## src/rtl/sprite_motion_ctrl.sv

```systemverilog
// Joystick-driven two-axis sprite position controller with clamped bounds.
// Optional speed ramp FSM enabled by defining SPRITE_MOTION_ACCEL_EN.
module sprite_motion_ctrl #(
  parameter int ROW_W       = 9,
  parameter int COL_W       = 10,
  parameter int ROW_MIN     = 0,
  parameter int ROW_MAX     = 463,
  parameter int COL_MIN     = 0,
  parameter int COL_MAX     = 623,
  parameter int START_ROW   = 350,
  parameter int START_COL   = 310,
  parameter int TICK_DIV    = 416667,
  parameter int DEAD_LO     = 4,
  parameter int DEAD_HI     = 6,
  parameter int STEP_SLOW   = 2,
  parameter int STEP_FAST   = 6,
  parameter int ACCEL_TICKS = 8
) (
  input  logic             Clk,
  input  logic             Reset,
  input  logic [3:0]       Joy_X,
  input  logic [3:0]       Joy_Y,
  input  logic             Freeze,
  input  logic             Spawn,
  output logic [ROW_W-1:0] Row,
  output logic [COL_W-1:0] Col,
  output logic             Move_Tick,
  output logic             Moving,
  output logic [3:0]       At_Edge
);

  localparam int CNT_W = $clog2(TICK_DIV);

  localparam logic signed [ROW_W:0] RMIN =
    (ROW_W+1)'(ROW_MIN);
  localparam logic signed [ROW_W:0] RMAX =
    (ROW_W+1)'(ROW_MAX);
  localparam logic signed [COL_W:0] CMIN =
    (COL_W+1)'(COL_MIN);
  localparam logic signed [COL_W:0] CMAX =
    (COL_W+1)'(COL_MAX);

  logic [CNT_W-1:0] cnt;
  logic             tick_due;

  logic x_pos, x_neg, y_pos, y_neg;
  logic any_dir;
  logic [7:0] step;

  logic signed [ROW_W:0] row_ext, row_stp, row_sum;
  logic signed [COL_W:0] col_ext, col_stp, col_sum;
  logic [ROW_W-1:0] row_new;
  logic [COL_W-1:0] col_new;

  assign tick_due  = (cnt == CNT_W'(TICK_DIV-1));
  assign Move_Tick = tick_due & ~Spawn;

  assign x_neg = (Joy_X < 4'(DEAD_LO));
  assign x_pos = (Joy_X > 4'(DEAD_HI));
  assign y_neg = (Joy_Y < 4'(DEAD_LO));
  assign y_pos = (Joy_Y > 4'(DEAD_HI));
  assign any_dir = x_neg | x_pos | y_neg | y_pos;

  // Sums are one bit wider and signed so over/underflow clamps, never wraps
  always_comb begin
    row_ext = $signed({1'b0, Row});
    col_ext = $signed({1'b0, Col});
    row_stp = (ROW_W+1)'(step);
    col_stp = (COL_W+1)'(step);
    row_sum = row_ext;
    col_sum = col_ext;
    if (y_pos) row_sum = row_ext + row_stp;
    if (y_neg) row_sum = row_ext - row_stp;
    if (x_pos) col_sum = col_ext + col_stp;
    if (x_neg) col_sum = col_ext - col_stp;
    row_new = row_sum[ROW_W-1:0];
    col_new = col_sum[COL_W-1:0];
    if (row_sum > RMAX) row_new = ROW_W'(ROW_MAX);
    if (row_sum < RMIN) row_new = ROW_W'(ROW_MIN);
    if (col_sum > CMAX) col_new = COL_W'(COL_MAX);
    if (col_sum < CMIN) col_new = COL_W'(COL_MIN);
  end

  always_ff @(posedge Clk or posedge Reset) begin
    if (Reset) begin
      cnt <= '0;
      Row <= ROW_W'(START_ROW);
      Col <= COL_W'(START_COL);
    end else if (Spawn) begin
      cnt <= '0;
      Row <= ROW_W'(START_ROW);
      Col <= COL_W'(START_COL);
    end else begin
      cnt <= tick_due ? '0 : cnt + 1'b1;
      if (Move_Tick && !Freeze) begin
        Row <= row_new;
        Col <= col_new;
      end
    end
  end

  assign At_Edge = {
    Col == COL_W'(COL_MAX),
    Col == COL_W'(COL_MIN),
    Row == ROW_W'(ROW_MAX),
    Row == ROW_W'(ROW_MIN)
  };

`ifdef SPRITE_MOTION_ACCEL_EN

  localparam int HOLD_W = $clog2(ACCEL_TICKS + 1);

  typedef enum logic [1:0] {
    IDLE,
    SLOW,
    FAST
  } state_t;

  state_t state, state_nx;
  logic [HOLD_W-1:0] hold, hold_nx;
  logic [1:0] prev_x, prev_y, prev_x_nx, prev_y_nx;
  logic reversal;

  // Direction pairs are {neg,pos}; a reversal is a direct neg<->pos swap
  assign reversal =
    (prev_x[1] & x_pos) | (prev_x[0] & x_neg) |
    (prev_y[1] & y_pos) | (prev_y[0] & y_neg);

  assign step = (state == FAST && !reversal) ?
    8'(STEP_FAST) : 8'(STEP_SLOW);

  always_comb begin
    state_nx  = state;
    hold_nx   = hold;
    prev_x_nx = prev_x;
    prev_y_nx = prev_y;
    if (Spawn || Freeze) begin
      state_nx  = IDLE;
      hold_nx   = '0;
      prev_x_nx = 2'b00;
      prev_y_nx = 2'b00;
    end else if (Move_Tick) begin
      prev_x_nx = {x_neg, x_pos};
      prev_y_nx = {y_neg, y_pos};
      if (!any_dir) begin
        state_nx = IDLE;
        hold_nx  = '0;
      end else if (reversal) begin
        state_nx = SLOW;
        hold_nx  = '0;
      end else begin
        unique case (state)
          IDLE: begin
            state_nx = SLOW;
            hold_nx  = HOLD_W'(1);
          end
          SLOW: begin
            if (hold >= HOLD_W'(ACCEL_TICKS-1)) begin
              state_nx = FAST;
              hold_nx  = '0;
            end else begin
              hold_nx = hold + 1'b1;
            end
          end
          FAST: state_nx = FAST;
          default: state_nx = IDLE;
        endcase
      end
    end
  end

  always_ff @(posedge Clk or posedge Reset) begin
    if (Reset) begin
      state  <= IDLE;
      hold   <= '0;
      prev_x <= 2'b00;
      prev_y <= 2'b00;
    end else begin
      state  <= state_nx;
      hold   <= hold_nx;
      prev_x <= prev_x_nx;
      prev_y <= prev_y_nx;
    end
  end

  assign Moving = (state != IDLE);

`else

  logic moving_q;

  assign step = 8'(STEP_SLOW);

  always_ff @(posedge Clk or posedge Reset) begin
    if (Reset) begin
      moving_q <= 1'b0;
    end else if (Spawn || Freeze) begin
      moving_q <= 1'b0;
    end else if (Move_Tick) begin
      moving_q <= any_dir;
    end
  end

  assign Moving = moving_q;

`endif

endmodule

```

## config.mk

```make
export PLATFORM = sky130hd
export DESIGN_NAME = sprite_motion_ctrl
export DESIGN_NICKNAME = d
export VERILOG_FILES = /design/src/rtl/sprite_motion_ctrl.sv
export SDC_FILE = /design/constraint.sdc
export NUM_CORES = 1
export LEC_CHECK = 0
export BUFFER_PORTS_ARGS = -buffer_cell sky130_fd_sc_hd__buf_2
export CAP_MARGIN = 25
export CORE_AREA = 2 2 76 78
export CTS_CLUSTER_SIZE = 12
export DETAILED_ROUTE_END_ITERATION = 8
export DIE_AREA = 0 0 78 80
export PLACE_DENSITY = 0.74
export SYNTH_ARGS = -nofsm -noshare
export SYNTH_HDL_FRONTEND = slang
export SYNTH_SLANG_ARGS = --single-unit
```

## constraint.sdc

```tcl
create_clock -name Clk -period 2.3 [get_ports Clk]
set_input_delay 0.46 -clock Clk [delete_from_list [all_inputs] [get_ports Clk]]
set_output_delay 0.46 -clock Clk [all_outputs]
set_load 0.03 [all_outputs]
```

==> results.md <==
* Outcome: complete, but fails checks
* Failing checks: setup timing
* Critical path type: flop to output pin
* Max clock buf depth at 2
* Final Util at 0.6940
* Period minus WS final at 2407 ps
* Post-DP HPWL at 5.328 mm
* Crit path DAT at 1950 ps
* PD cells at 395.1 nW/um^2
* I/O pin total at 37
* Total power at 1.482 mW
* Yosys cell types at 57
* Gr ovfl total at 0
* RSZ-0062 raised after global routing: yes
* Slowest Stage Delay on Critical Path at 450 ps
* Largest net degree at the start of global routing at 40
* Initial antenna violation count at 0
* Port bufs at 36
* GP Congestion at 0.9343
* Post-synthesis net count at 346
* WP buf/inv at 1
* CTS Root Cell: clkbuf_8
* Number of synthesized flops with an enable pin at 0
* R2r setup slk at -60 ps
* Static Leak at 1.607 nW
* Mapped Area at 2731 sq um
* Avg Cell Area, Syn at 8.327 sq um
* Drt wl/cell at 16.27 um
* MaxCap Viol Count at 0
* Routed wire length at 7.811 mm
* Max Freq at 415.5 MHz
* Die extent in y at 80 um
* Synth Instances at 328
* CP Max Fanout at 5
* Final count of hold timing violations at 0
* Vias at 2,886
* Most used DFF post-synth: dfrtp_1
* Setup ws final at -106.6 ps
* Worst Tran Pin Value at 561.6 ps
* Reg clk slew, reported paths at 80 ps
* Setup Skew at 4.711 ps
* Critical path capture point type: output pin
* Fin nets at 425
* Count of final max-slew check failures at 0
* DIE WIDTH at 78 um
* CTS Sinks at 39
* Placeable core region at 5405 sq um
* Yosys warning count at 0
* Most frequent cells in the layout: 48 x buf_4, 39 x nor2_1, 33 x buf_2
* Area delta synth->final at 37.33%
* Sequential share of the synthesized area at 0.3623
* Residual DRC at 0
* Layout cells sized above 1 at 0.3848
* H-tree Lvls at 2
* Startpoint Class: flop
* Vias per inst at 6.013
* Rel. slew slack at 0.6248
* Area leader, netlist: dfrtp_1
* TritonCTS clock tree: done
* Routed Antenna Nets at 0
* # diodes at 0
* Commonest non-fill, non-tap cell in the layout: buf_4
* Clk Latency, worst-skew pair at 300 ps
* DR pass1 iterations at 5
* Initial Util at 0.5053
* CP cell instances: nor4bb_2, nand2_4, nor4_4, nor2b_4, buf_6
* Post-synth ARST share at 1.000
* CP required at 1840 ps
* Synth top area cells: dfrtp_1 26%, dfstp_2 11%, nor2_1 5.5%, xor2_1 4.2%, nand2_1 4.1%
* TritonCTS Buffers at 5
* Initial DRC count at 241
* First-pass GRT wire length at 12.74 mm
* Hold crit path type: input pin to asynchronous set/reset pin
* Synth Register Bits at 39
* Vias in the first global route at 2,748
* Share of the synthesized area in the top cell type at 0.2565
* Crit-path slowest cell: dfrtp_1
* Filler cells at 425
* Row cnt at 27
* Final setup violation count at 4
* CP top delay family: simple AND/OR/NAND/NOR gates
* Total global-route track usage at 0.2576
* Final Cycle Share at 1.046
* Peak VDD IR at 0.4123 mV
* Die Area at 6240 sq um
## cells in the mapped netlist (all sizes together), types with 6 or more instances
cell type	instances
nor2	40
nand2	30
dfrtp	28
clkbuf	17
nand3	16
nor3	16
o21ai	15
xor2	13
dfstp	11
xnor2	11
a21oi	10
inv	9
nand4	9
nor4	9
or4	8
ha	6
or3	6
## stage by stage
| stage | setup slack (ps) | area, sq um | TNS (ps) | hold WS (ps) | instances |
|---|---|---|---|---|---|
| final | -106.6 | 3751 | -253.5 | 266.5 | 480 |
| after global routing | -212.7 | 3751 | -702.4 | 332.2 | 480 |
| after CTS | -101.6 | 3535 | -156.0 | 275.7 | 469 |
| after detailed placement | -95.44 | 3288 | -552.3 | 526.3 | 458 |
| after global placement | -0.9341 | 3288 | -0.9341 | 515.4 | 458 |
| after floorplan | -14.20 | 2780 | -26.57 | 453.6 | 328 |
## final timing paths
kind	to	cells after the start	from
max in group asynchronous	Row[5]	3	Reset
max	Move_Tick	5	cnt[2]
max reg2reg	Col[7]	5	cnt[13]
min in group Clk	Moving	2	Freeze
min reg2reg	cnt[1]	2	cnt[1]
min	cnt[14]	3	Reset
## area by class of cell
class	instances	area, sq um	area share
clock inverter	2	60.06	0.01601
inverter	9	33.78	0.009006
multi-input combinational	262	1868	0.4980
clock buffer	6	72.57	0.01935
timing repair buffer	90	635.6	0.1694
tap	72	90.09	0.02402
sequential	39	991.0	0.2642
## sequential cells by signal, indices dropped and copies added (netlist names)
signal / count
Col: 10
Moving: 1
Row: 9
cnt: 19
## cells by family (layout without fill, tap and decap cells)
family                     after synthesis  in the layout  synth area share
DFF                                     39             39            0.3623
AOI/OAI and AO/OA                       64             64            0.1557
and+or+nand+nor                        166            166            0.3326
muxes                                    2              2          0.007787
xor gates and xnor gates                24             24           0.07696
adders and majority gates                6              6           0.02748
buffers and inverters                   27            107           0.03710
## power breakdown
group / switching, mW / total, mW / internal (mW)
Sequential: 0.00382 / 0.694 / 0.691
Combinational: 0.0687 / 0.115 / 0.0460
Clock: 0.240 / 0.673 / 0.433
## what timing repair did
| item | CTS | global route |
|---|---|---|
| setup endpoints to repair | 14 | 19 |
| resized for setup | 22 | 35 |
| endpoints found under the hold margin | 0 | 0 |
| buffers inserted | 3 | 11 |
| hold buffers | 0 | 0 |
| pin swaps | 4 | 13 |
## metal layers
layer | part of all wire | GRT usage
met3 | 0.052 | 0.03394
met5 | 0 | 0
met4 | 0.030 | 0.1123
met2 | 0.50 | 0.4345
met1 | 0.42 | 0.3321
## tightest hold or removal path, stage by stage
cell,delay (ps)
buf_2,90
inv_1,40
buf_4,420
Note: power is estimated with default switching activity, not from simulation.
